### src/rtl/mem_to_axi_lite.sv
// mem_to_axi_lite: bridges a single-beat req/gnt/rvalid memory port onto an
// AXI4-Lite master port, with one transaction outstanding at a time.

package mem_to_axi_lite_pkg;

  localparam int unsigned AddrWidth = 32;
  localparam int unsigned DataWidth = 32;
  localparam int unsigned StrbWidth = DataWidth / 8;

  typedef struct packed {
    logic [AddrWidth-1:0] addr;
    logic [2:0]           prot;
  } ax_chan_t;

  typedef struct packed {
    logic [DataWidth-1:0] data;
    logic [StrbWidth-1:0] strb;
  } w_chan_t;

  typedef struct packed {
    logic [1:0] resp;
  } b_chan_t;

  typedef struct packed {
    logic [DataWidth-1:0] data;
    logic [1:0]           resp;
  } r_chan_t;

  typedef struct packed {
    ax_chan_t aw;
    logic     aw_valid;
    w_chan_t  w;
    logic     w_valid;
    logic     b_ready;
    ax_chan_t ar;
    logic     ar_valid;
    logic     r_ready;
  } axi_lite_req_t;

  typedef struct packed {
    logic    aw_ready;
    logic    w_ready;
    b_chan_t b;
    logic    b_valid;
    logic    ar_ready;
    r_chan_t r;
    logic    r_valid;
  } axi_lite_resp_t;

endpackage

module mem_to_axi_lite #(
  parameter int unsigned AddrWidth       = 32,
  parameter int unsigned DataWidth       = 32,
  parameter type         axi_lite_req_t  = mem_to_axi_lite_pkg::axi_lite_req_t,
  parameter type         axi_lite_resp_t = mem_to_axi_lite_pkg::axi_lite_resp_t
) (
  input  logic                   clk_i,
  input  logic                   rst_ni,
  input  logic                   mem_req_i,
  output logic                   mem_gnt_o,
  input  logic [AddrWidth-1:0]   mem_addr_i,
  input  logic                   mem_we_i,
  input  logic [DataWidth-1:0]   mem_wdata_i,
  input  logic [DataWidth/8-1:0] mem_strb_i,
  output logic                   mem_rvalid_o,
  output logic [DataWidth-1:0]   mem_rdata_o,
  output logic                   mem_err_o,
  output logic                   busy_o,
  output axi_lite_req_t          axi_lite_req_o,
  input  axi_lite_resp_t         axi_lite_resp_i
);

  typedef enum logic [2:0] {
    IDLE,
    WR,
    WAIT_B,
    RD_AR,
    WAIT_R
  } state_e;

  state_e                 state_q;
  logic [AddrWidth-1:0]   addr_q;
  logic [DataWidth-1:0]   wdata_q;
  logic [DataWidth/8-1:0] strb_q;
  logic                   aw_valid_q;
  logic                   w_valid_q;
  logic                   ar_valid_q;
  logic                   b_ready_q;
  logic                   r_ready_q;
  logic                   rvalid_q;
  logic [DataWidth-1:0]   rdata_q;
  logic                   err_q;

  logic aw_done;
  logic w_done;
  logic unused_resp_lsbs;

  // A write channel counts as done once its valid has dropped or is handshaking now.
  assign aw_done = ~aw_valid_q | axi_lite_resp_i.aw_ready;
  assign w_done  = ~w_valid_q  | axi_lite_resp_i.w_ready;

  assign unused_resp_lsbs = ^{axi_lite_resp_i.b.resp[0], axi_lite_resp_i.r.resp[0]};

  assign mem_gnt_o    = mem_req_i & rst_ni & (state_q == IDLE);
  assign busy_o       = (state_q != IDLE);
  assign mem_rvalid_o = rvalid_q;
  assign mem_rdata_o  = rdata_q;
  assign mem_err_o    = err_q;

  always_ff @(posedge clk_i) begin
    if (!rst_ni) begin
      state_q    <= IDLE;
      addr_q     <= '0;
      wdata_q    <= '0;
      strb_q     <= '0;
      aw_valid_q <= 1'b0;
      w_valid_q  <= 1'b0;
      ar_valid_q <= 1'b0;
      b_ready_q  <= 1'b0;
      r_ready_q  <= 1'b0;
      rvalid_q   <= 1'b0;
      rdata_q    <= '0;
      err_q      <= 1'b0;
    end else begin
      rvalid_q <= 1'b0;
      case (state_q)
        IDLE: begin
          if (mem_req_i) begin
            addr_q  <= mem_addr_i;
            wdata_q <= mem_wdata_i;
            strb_q  <= mem_strb_i;
            if (mem_we_i) begin
              aw_valid_q <= 1'b1;
              w_valid_q  <= 1'b1;
              state_q    <= WR;
            end else begin
              ar_valid_q <= 1'b1;
              state_q    <= RD_AR;
            end
          end
        end

        // AW and W complete independently; B is only accepted after both.
        WR: begin
          if (aw_valid_q && axi_lite_resp_i.aw_ready) aw_valid_q <= 1'b0;
          if (w_valid_q && axi_lite_resp_i.w_ready) w_valid_q <= 1'b0;
          if (aw_done && w_done) begin
            b_ready_q <= 1'b1;
            state_q   <= WAIT_B;
          end
        end

        WAIT_B: begin
          if (axi_lite_resp_i.b_valid) begin
            b_ready_q <= 1'b0;
            rvalid_q  <= 1'b1;
            rdata_q   <= '0;
            err_q     <= axi_lite_resp_i.b.resp[1];
            state_q   <= IDLE;
          end
        end

        RD_AR: begin
          if (axi_lite_resp_i.ar_ready) begin
            ar_valid_q <= 1'b0;
            r_ready_q  <= 1'b1;
            state_q    <= WAIT_R;
          end
        end

        WAIT_R: begin
          if (axi_lite_resp_i.r_valid) begin
            r_ready_q <= 1'b0;
            rvalid_q  <= 1'b1;
            rdata_q   <= axi_lite_resp_i.r.data;
            err_q     <= axi_lite_resp_i.r.resp[1];
            state_q   <= IDLE;
          end
        end

        default: begin
          aw_valid_q <= 1'b0;
          w_valid_q  <= 1'b0;
          ar_valid_q <= 1'b0;
          b_ready_q  <= 1'b0;
          r_ready_q  <= 1'b0;
          state_q    <= IDLE;
        end
      endcase
    end
  end

  // Every request-side field comes straight from a register.
  always_comb begin
    axi_lite_req_o          = '0;
    axi_lite_req_o.aw.addr  = addr_q;
    axi_lite_req_o.aw.prot  = 3'b000;
    axi_lite_req_o.aw_valid = aw_valid_q;
    axi_lite_req_o.w.data   = wdata_q;
    axi_lite_req_o.w.strb   = strb_q;
    axi_lite_req_o.w_valid  = w_valid_q;
    axi_lite_req_o.b_ready  = b_ready_q;
    axi_lite_req_o.ar.addr  = addr_q;
    axi_lite_req_o.ar.prot  = 3'b000;
    axi_lite_req_o.ar_valid = ar_valid_q;
    axi_lite_req_o.r_ready  = r_ready_q;
  end

endmodule

### config.mk
export PLATFORM = sky130hd
export DESIGN_NAME = mem_to_axi_lite
export DESIGN_NICKNAME = d
export VERILOG_FILES = /design/src/rtl/mem_to_axi_lite.sv
export SDC_FILE = /design/constraint.sdc
export NUM_CORES = 1
export LEC_CHECK = 0
export ABC_AREA = 1
export CAP_MARGIN = 20
export CORE_ASPECT_RATIO = 1.25
export CORE_MARGIN = 3
export CORE_UTILIZATION = 38
export CTS_BUF_LIST = sky130_fd_sc_hd__clkbuf_16
export DETAILED_ROUTE_END_ITERATION = 6
export PLACE_DENSITY = 0.8
export SLEW_MARGIN = 30
export SYNTH_ARGS = -nofsm -noshare
export SYNTH_HDL_FRONTEND = slang
export SYNTH_SLANG_ARGS = --single-unit
### constraint.sdc
create_clock -name clk_i -period 1.7 [get_ports clk_i]
set_input_delay 0.51 -clock clk_i [delete_from_list [all_inputs] [get_ports clk_i]]
set_output_delay 0.51 -clock clk_i [all_outputs]
set_load 0.01 [all_outputs]
**Yosys cells after proc, flatten, opt, wreduce, memory -nomap -nowiden**

Index checks and enable logic that the tools add are counted.

- Memories: 0
- Output and inout bits: 147
- ROM bits: 0
- Bits in registers: 110
- Latch bits: 0
- Bits of input ports: 113
- Logic and storage cells: 85
- RAM bits: 0

- Divide/modulo/power cells: 0
- Equal/unequal tests: 13
- Reduce and logical (&&, ||, !) cells: 18
- Bitwise operators: 10
- Add/subtract/negate cells: 0
- Shifts and indexed selects: 0
- Multiplexer cells: 32
- $lt $le $gt $ge: 0
- Multipliers: 0

Operators with widths:

| cell | count |
|---|---|
| $mux W32 | 2 |
| $pmux W32 S2 | 1 |
| $ne A2 B2 Y1 const B | 9 |
| $mux W1 | 15 |
| $mux W3 | 5 |
| $pmux W1 S3 | 5 |
| $pmux W3 S5 | 1 |
| $reduce_and A4 Y1 | 3 |
| $reduce_or A3 Y1 | 4 |
| $reduce_and A3 Y1 | 3 |
| $eq A3 B2 Y1 const B | 2 |
| $not A1 Y1 | 6 |
| $reduce_and A5 Y1 | 1 |
| $pmux W1 S2 | 2 |
| $eq A3 B1 Y1 const B | 1 |
| $eq A3 B3 Y1 const B | 1 |
| $logic_and A1 B1 Y1 | 3 |
| $logic_not A3 Y1 | 1 |
| $reduce_bool A3 Y1 | 1 |
| $and A1 B1 Y1 | 2 |
| $mux W2 | 1 |
| $or A1 B1 Y1 | 2 |
| $reduce_and A2 Y1 | 1 |
| $reduce_bool A2 Y1 | 1 |

**Logic depth before layout (Yosys ltp)**

Gate-level depths: netlist (run 1).

- Depth in word-level cells: 5
- Gate-level depth with buffers: 10
- Mapped depth without buffers: 9

**Least setup slack after synthesis (run 1)**

OpenSTA, ideal clock, no wires.

- Kind: reg-to-output
- Start: reg state_q[1]
- End: out mem_gnt_o
- Data arrival time: 1,173 ps
- Path buffers: 2
- Required time: 1,190 ps
- Path slack: 17 ps
- Cell stages (with the launch flop): 8
- Path through: dfxtp_1 -> buf_4 -> nor2_4 -> inv_2 -> nor2_4 -> nand2_2 -> buf_2 -> nor2_1

- Longest elaborated chain between the ends: 2

RTL lines:

| what | line | RTL |
|---|---|---|
| start: declaration | 82 | `state_e state_q;` |
| start signal: assignment | 113 | `state_q <= IDLE;` |
| start signal: assignment | 136 | `state_q <= WR;` |
| start signal: assignment | 139 | `state_q <= RD_AR;` |
| $logic_not A3 Y1 | 105 | `assign mem_gnt_o = mem_req_i & rst_ni & (state_q == IDLE);` |
| $and A1 B1 Y1 | 105 |  |
| end: declaration | 61 | `output logic mem_gnt_o,` |

Every way passes these cells.

**Final worst setup path (run 1)**

- Start: reg state_q[2]
- End: out mem_gnt_o

The elaborated chain is that of the path after synthesis.

==> impl_metrics.py, run 1 <==
metrics = {
    "clock_network": {
        "hold_buffers": 0,
        "clk_pin_slew_ns": 0.07,
        "clockRootBuffer": "clkbuf_16",
        "htreeDepth": 3,
        "cts_tree": "done",
        "clk_latency_ns": 0.35,
        "cts_sinks": 110,
        "cts_inserted_buffers": 9,
        "cts.path.max_buffers": 2,
    },
    "synthesis": {
        "netlist_area_mm2": 0.00456,
        "syn-mean-instance-area_um2": 7.72,
        "yosys.area_share.simple_pct": 26.0,
        "ys_types": 24,
        "ys_seq_area_share_pct": 48.3,
        "synthXorXnorAreaFrac_pct": 0,
        "yosys_register_bits": 110,
        "synth_top_family_by_area": "simple AND/OR/NAND/NOR gates",
        "synth_adder_area_share_pct": 0,
        "synth-compound-area-share_pct": 12.1,
        "synth-warning-count": 0,
        "synthMuxAreaShare_pct": 0,
        "syn_inst": 591,
    },
    "timing": {
        "finalHoldViolCount": 0,
        "finalSetupViolations": 2,
        "fin_ws_ns": -0.0679,
        "final_max_slew_viol_count": 0,
        "slew_headroom_pct": 47.9,
        "worst_slew_pin_slew_ns": 0.781,
        "skew_ns": 0.00639,
        "max_freq_mhz": 566,
        "fin_crit_sh_pct": 104,
        "rsz0062_at_grt": "true",
        "fin_setup_tns_ns": -0.114,
        "period_minus_slack_ns": 1.77,
    },
    "floorplan": {
        "initial_core_util_pct": 39.1,
        "io_pins": 260,
        "die_h_um": 128,
        "fp.coreArea_mm2": 0.0117,
        "rows": 44,
        "die_area_mm2": 0.0134,
        "fp.dieW_um": 104,
    },
    "hold_path": {
        "hp-class": "flip-flop to flip-flop",
    },
    "detailed_routing": {
        "first_pass_iters": 4,
        "drtIter0Drc": 200,
        "route.antenna.remaining_nets": 0,
        "via_per_inst": 4.88,
        "via_count": 4669,
        "drc": 0,
        "routed_wl_mm": 14.3,
        "wl_per_cell_um": 15.0,
    },
    "setup_path": {
        "slowest_stage": "dfxtp_2",
        "cp_slowest_stage_delay_ns": 0.33,
        "cp.arrival_ns": 1.26,
        "cp_top_family": "simple AND/OR/NAND/NOR gates",
        "endpoint_kind": "primary output",
        "crit_chain": "nor2_4 -> inv_2 -> nor2_4 -> nand2_2 -> nor2_1 -> buf_2",
        "critPathMaxFanout": 4,
        "crit_type": "flip-flop to primary output",
        "cp.required_ns": 1.19,
        "crit_top_cell": "nor2_4",
        "worst-path-buf-inv": 2,
        "cp-start-kind": "flip-flop",
    },
    "final_layout": {
        "fin_util_pct": 60.5,
        "syn_to_final_growth_pct": 54.7,
        "fin_cells": 957,
        "antenna_cells": 0,
        "drive_gt1_share_pct": 6.66,
        "fin_area_mm2": 0.00706,
        "fin_nets": 904,
    },
    "pwr": {
        "powerDensity_mw_per_mm2": 1220,
        "ir_drop_uv": 653,
        "power.leakage_nw": 3.24,
    },
    "global_route": {
        "antenna_found_initial": 0,
        "grt_pass1_wl_mm": 22.0,
        "grt_use_total_pct": 20.1,
        "grt_max_degree": 105,
        "grt-ovfl-total": 0,
        "grt_pass1_vias": 4406,
    },
    "placement": {
        "gp_congestion": 0.829,
        "dpl.cell_count": 939,
        "hpwl_mm": 10.4,
        "io_buffers": 251,
        "place_area_mm2": 0.00688,
    },
    "status": {
        "violations": "negative setup slack",
        "status": "finished, violations left",
    },
    "flow_run": {
        "max_cap_violations": 0,
    },
}
metrics by stage:
stage	hold slack, ns	worst slack (ns)	total power (W)
after global placement	0.447	-0.622	0.00656
final	0.455	-0.0679	0.00860
after floorplan	0.439	0.0174	0.00522
after detailed placement	0.451	-0.639	0.00664
after global routing	0.476	-0.174	0.00909
after CTS	0.460	-0.131	0.00872
where the power goes:
group / switching, W / total, W / internal [W]
Combinational: 0.00179 / 0.00312 / 0.00133
Sequential: 0.000229 / 0.00319 / 0.00296
Clock: 0.000975 / 0.00229 / 0.00131
layout by cell type, fill, tap and decap left out:
| cell type | netlist | routed |
|---|---|---|
| nand2_4 | 1 | 1 |
| clkbuf_16 | 0 | 9 |
| nor3_4 | 0 | 1 |
| nor2_4 | 3 | 3 |
| bufinv_16 | 0 | 2 |
| nand2_1 | 129 | 129 |
| clkdlybuf4s50_1 | 0 | 108 |
| a21oi_1 | 103 | 103 |
| inv_6 | 0 | 3 |
| buf_2 | 15 | 2 |
| dfxtp_2 | 0 | 2 |
| clkinv_2 | 1 | 1 |
| clkinvlp_4 | 0 | 2 |
| dfxtp_1 | 110 | 108 |
| o21ai_0 | 6 | 6 |
| conb_1 | 1 | 6 |
| nand3b_1 | 1 | 1 |
| nand4_1 | 3 | 3 |
| dlygate4sd2_1 | 0 | 140 |
| nand3_1 | 108 | 108 |
| buf_4 | 51 | 19 |
| nor2_1 | 18 | 18 |
| inv_2 | 1 | 2 |
| buf_6 | 2 | 2 |
| nand2_2 | 3 | 3 |
| inv_1 | 12 | 12 |
| inv_8 | 0 | 1 |
| a31oi_1 | 1 | 1 |
cell families after synthesis:
family / Yosys count
AO/OA/AOI/OAI: 110
buffers and inverters: 103
flip-flops: 110
other: 1
AND/OR/NAND/NOR: 267
synth_stat cells, drive strengths merged:
master / count / area [um2]
nand2: 133 / 514
dfxtp: 110 / 2200
nand3: 108 / 541
a21oi: 103 / 515
buf: 70 / 488
nor2: 21 / 101
clkbuf: 17 / 63.8
inv: 14 / 55.1
o21ai: 6 / 30.0
nand4: 3 / 18.8
clkinv: 2 / 8.75
a31oi: 1 / 6.26
conb: 1 / 3.75
nand3b: 1 / 7.51
nor3: 1 / 5.00
metal layers:
layer / share of wire (%) / vias to the layer above / global-route usage [%]
met2: 52 / 207 / 37.2
li1: - / 2312 / -
met5: 0 / - / 0
met4: 1.7 / 0 / 5.24
met1: 38 / 2129 / 22.6
met3: 7.6 / 21 / 5.77
path summary, 6_finish.rpt:
kind,start,end,slack (ns),cells past startpoint
max,state_q[2]$_SDFFE_PN0P_,mem_gnt_o,-0.07,6
min,strb_q[2]$_SDFFE_PN0P_,strb_q[2]$_SDFFE_PN0P_,0.46,2
max reg2reg,state_q[2]$_SDFFE_PN0P_,ar_valid_q$_SDFFE_PN0P_,0.15,8
min reg2reg,strb_q[2]$_SDFFE_PN0P_,strb_q[2]$_SDFFE_PN0P_,0.46,2
what timing repair did:
action / in CTS / in global routing
pin swaps: 1 / 1
setup endpoints to repair: 141 / 33
buffers inserted: 5 / 0
resized for setup: 152 / 3
gates cloned: 0 / 0
state kept, by name, indices dropped and copies added, names as in the netlist:
name          count
w_valid_q         1
state_q           3
ar_valid_q        1
mem_rdata_o      32
r_ready_q         1
mem_err_o         1
wdata_q          32
strb_q            4
b_ready_q         1
aw_valid_q        1
addr_q           32
mem_rvalid_o      1
worst register-to-register path: cells and delay by family, from the launching register on:
| kind | cells | cell delay [ns] |
|---|---|---|
| simple gates | 3 | 0.36 |
| buf+inv | 4 | 0.59 |
| compound gates | 1 | 0.18 |
| flops | 1 | 0.33 |
area by class of cell:
type / count / area, um2
tap: 161 / 201
multi-input combinational: 383 / 1770
clock buffer: 9 / 225
timing repair buffer: 271 / 2480
fill: 1089 / 4610
sequential: 110 / 2200
clock inverter: 7 / 104
inverter: 16 / 66.3
(Power assumes the default switching activity.)
==> run 2: changes to the inputs <==
- CORE_AREA: not set -> 3 3 101 103
- CORE_ASPECT_RATIO: 1.25 -> not set
- CORE_MARGIN: 3 -> not set
- CORE_UTILIZATION: 38 -> not set
- DIE_AREA: not set -> 0 0 104 106
- DONT_BUFFER_PORTS: not set -> 1
- PLACE_DENSITY: 0.8 -> not set
- SETUP_SLACK_MARGIN: not set -> 0.15
==> run 2 against run 1 <==
  * The flow still finishes with violations (negative setup slack)
  * Design area fell by 32%
  * Critical path depth fell by 1
  * First-iteration DRC count rose by 58%
  * Worst hold slack got worse by 0.18 ns
  * Critical path type unchanged
==> impl_metrics.py, run 2 (synthesis gave the netlist of run 1 again) <==
metrics = {
    "floorplan": {
        "die_area_mm2": 0.0110,
        "die_h_um": 106,
        "fp.dieW_um": 104,
        "initial_core_util_pct": 49.1,
        "io_pins": 260,
        "rows": 35,
        "fp.coreArea_mm2": 0.00928,
    },
    "timing": {
        "fin_ws_ns": -0.0252,
        "fin_crit_sh_pct": 101,
        "skew_ns": 0.00839,
        "fin_setup_tns_ns": -0.0413,
        "finalSetupViolations": 2,
        "max_freq_mhz": 580,
        "final_max_slew_viol_count": 0,
        "finalHoldViolCount": 0,
        "period_minus_slack_ns": 1.73,
        "rsz0062_at_grt": "true",
    },
    "setup_path": {
        "crit_type": "flip-flop to primary output",
        "r2r_start": "state_q[2]$_SDFFE_PN0P_",
        "cp-start-kind": "flip-flop",
        "rrSetupSlack_ns": 0.22,
        "crit_chain": "nor2_4 -> inv_2 -> nor2_4 -> nand2_4 -> nor2_4",
        "crit_start": "state_q[2]$_SDFFE_PN0P_",
        "reg2reg_depth": 9,
        "endpoint_kind": "primary output",
        "worst-path-stages": 5,
        "cp_top_family": "simple AND/OR/NAND/NOR gates",
        "crit_end": "mem_gnt_o",
        "crit_top_cell": "nor2_4",
        "cp.required_ns": 1.19,
        "cp_slowest_stage_delay_ns": 0.34,
        "cp.arrival_ns": 1.22,
        "critPathMaxFanout": 4,
        "worst-path-buf-inv": 1,
        "timing.rr.end": "addr_q[26]$_SDFFE_PN0P_",
        "slowest_stage": "dfxtp_2",
    },
    "status": {
        "violations": "negative setup slack",
        "status": "finished, violations left",
    },
    "detailed_routing": {
        "wl_per_cell_um": 17.0,
        "routed_wl_mm": 11.4,
        "via_per_inst": 5.48,
        "via_count": 3681,
        "drtIter0Drc": 316,
        "route.antenna.remaining_nets": 0,
        "first_pass_iters": 4,
        "drc": 0,
    },
    "placement": {
        "hpwl_mm": 7.85,
        "io_buffers": 0,
        "dpl.cell_count": 650,
        "gp_congestion": 0.827,
        "place_ws_ns": 0.0373,
    },
    "final_layout": {
        "fin_cells": 672,
        "fin_nets": 651,
        "antenna_cells": 0,
        "layout_common_cells": "nand2_1, nand3_1, dfxtp_1",
        "final_common_cell": "nand2_1",
        "fillers": 915,
        "drive_gt1_share_pct": 10.3,
        "fin_util_pct": 51.4,
        "syn_to_final_growth_pct": 4.61,
    },
    "global_route": {
        "grt_use_total_pct": 19.7,
        "grt-ovfl-total": 0,
        "antenna_found_initial": 0,
        "grt_max_degree": 78,
        "grt_pass1_wl_mm": 17.9,
        "grt_pass1_vias": 3486,
    },
    "clock_network": {
        "htreeDepth": 3,
        "cts_tree": "done",
        "cts.path.max_buffers": 2,
        "cts_inserted_buffers": 9,
        "cts_sinks": 110,
        "clockRootBuffer": "clkbuf_16",
        "clk_latency_ns": 0.34,
        "hold_buffers": 0,
        "clk_pin_slew_ns": 0.07,
    },
    "pwr": {
        "ir_drop_uv": 772,
        "power.leakage_nw": 1.73,
        "power.total_w": 0.00769,
        "powerDensity_mw_per_mm2": 1610,
    },
    "hold_path": {
        "hp-class": "input port to flip-flop",
    },
    "flow_run": {
        "max_cap_violations": 0,
    },
}
==> run 2: cell type report <==
| type | count | area, um2 | area share [%] |
|---|---|---|---|
| clock buffers | 9 | 225 | 4.72 |
| clock inverters | 7 | 78.8 | 1.65 |
| inverters | 16 | 75.1 | 1.57 |
| multi-input cells | 383 | 1800 | 37.8 |
| flip-flops and latches | 110 | 2210 | 46.2 |
| well taps | 129 | 161 | 3.38 |
| repair buffers | 18 | 221 | 4.64 |
==> run 2: how the worst min path moves through the flow <==
stage	cells past startpoint	endpoint	slack [ns]	startpoint
2_1_floorplan	2	ar_valid_q$_SDFFE_PN0P_	0.44	ar_valid_q$_SDFFE_PN0P_
3_3_place_gp	2	strb_q[2]$_SDFFE_PN0P_	0.50	strb_q[2]$_SDFFE_PN0P_
3_5_place_dp	2	wdata_q[8]$_SDFFE_PN0P_	0.50	wdata_q[8]$_SDFFE_PN0P_
4_1_cts	2	state_q[2]$_SDFFE_PN0P_	0.26	rst_ni
5_1_grt	2	state_q[0]$_SDFFE_PN0P_	0.27	rst_ni
6_report	2	state_q[2]$_SDFFE_PN0P_	0.27	rst_ni
==> run 2: where the power goes <==
| group | total, W | switching [W] | internal (W) | leakage, nW |
|---|---|---|---|---|
| combinational | 0.00197 | 0.00120 | 0.000771 | 0.685 |
| clock | 0.00213 | 0.000972 | 0.00116 | 0.144 |
| sequential | 0.00358 | 0.000615 | 0.00297 | 0.897 |
==> run 2: routing by layer <==
layer	track usage [%]	wire length, um	up-vias
li1	-	-	1803
met3	7.95	1080	15
met2	34.3	5920	164
met4	7.22	174	0
met1	21.7	4270	1699
met5	0	0	-
==> run 2: what timing repair did <==
| action | in CTS | in global routing |
|---|---|---|
| gates resized for setup | 4 | 19 |
| cloned | 0 | 0 |
| endpoints found under the setup margin | 35 | 34 |
| pin swaps | 4 | 6 |
| buffers inserted | 3 | 3 |
| hold endpoints to repair | 0 | 0 |
==> run 2: stage by stage <==
step	instance area [um2]	hold slack, ns
after floorplan	4590	0.439
after CTS	4660	0.259
final	4770	0.272
after global routing	4770	0.268
after detailed placement	4330	0.504
after global placement	4330	0.501
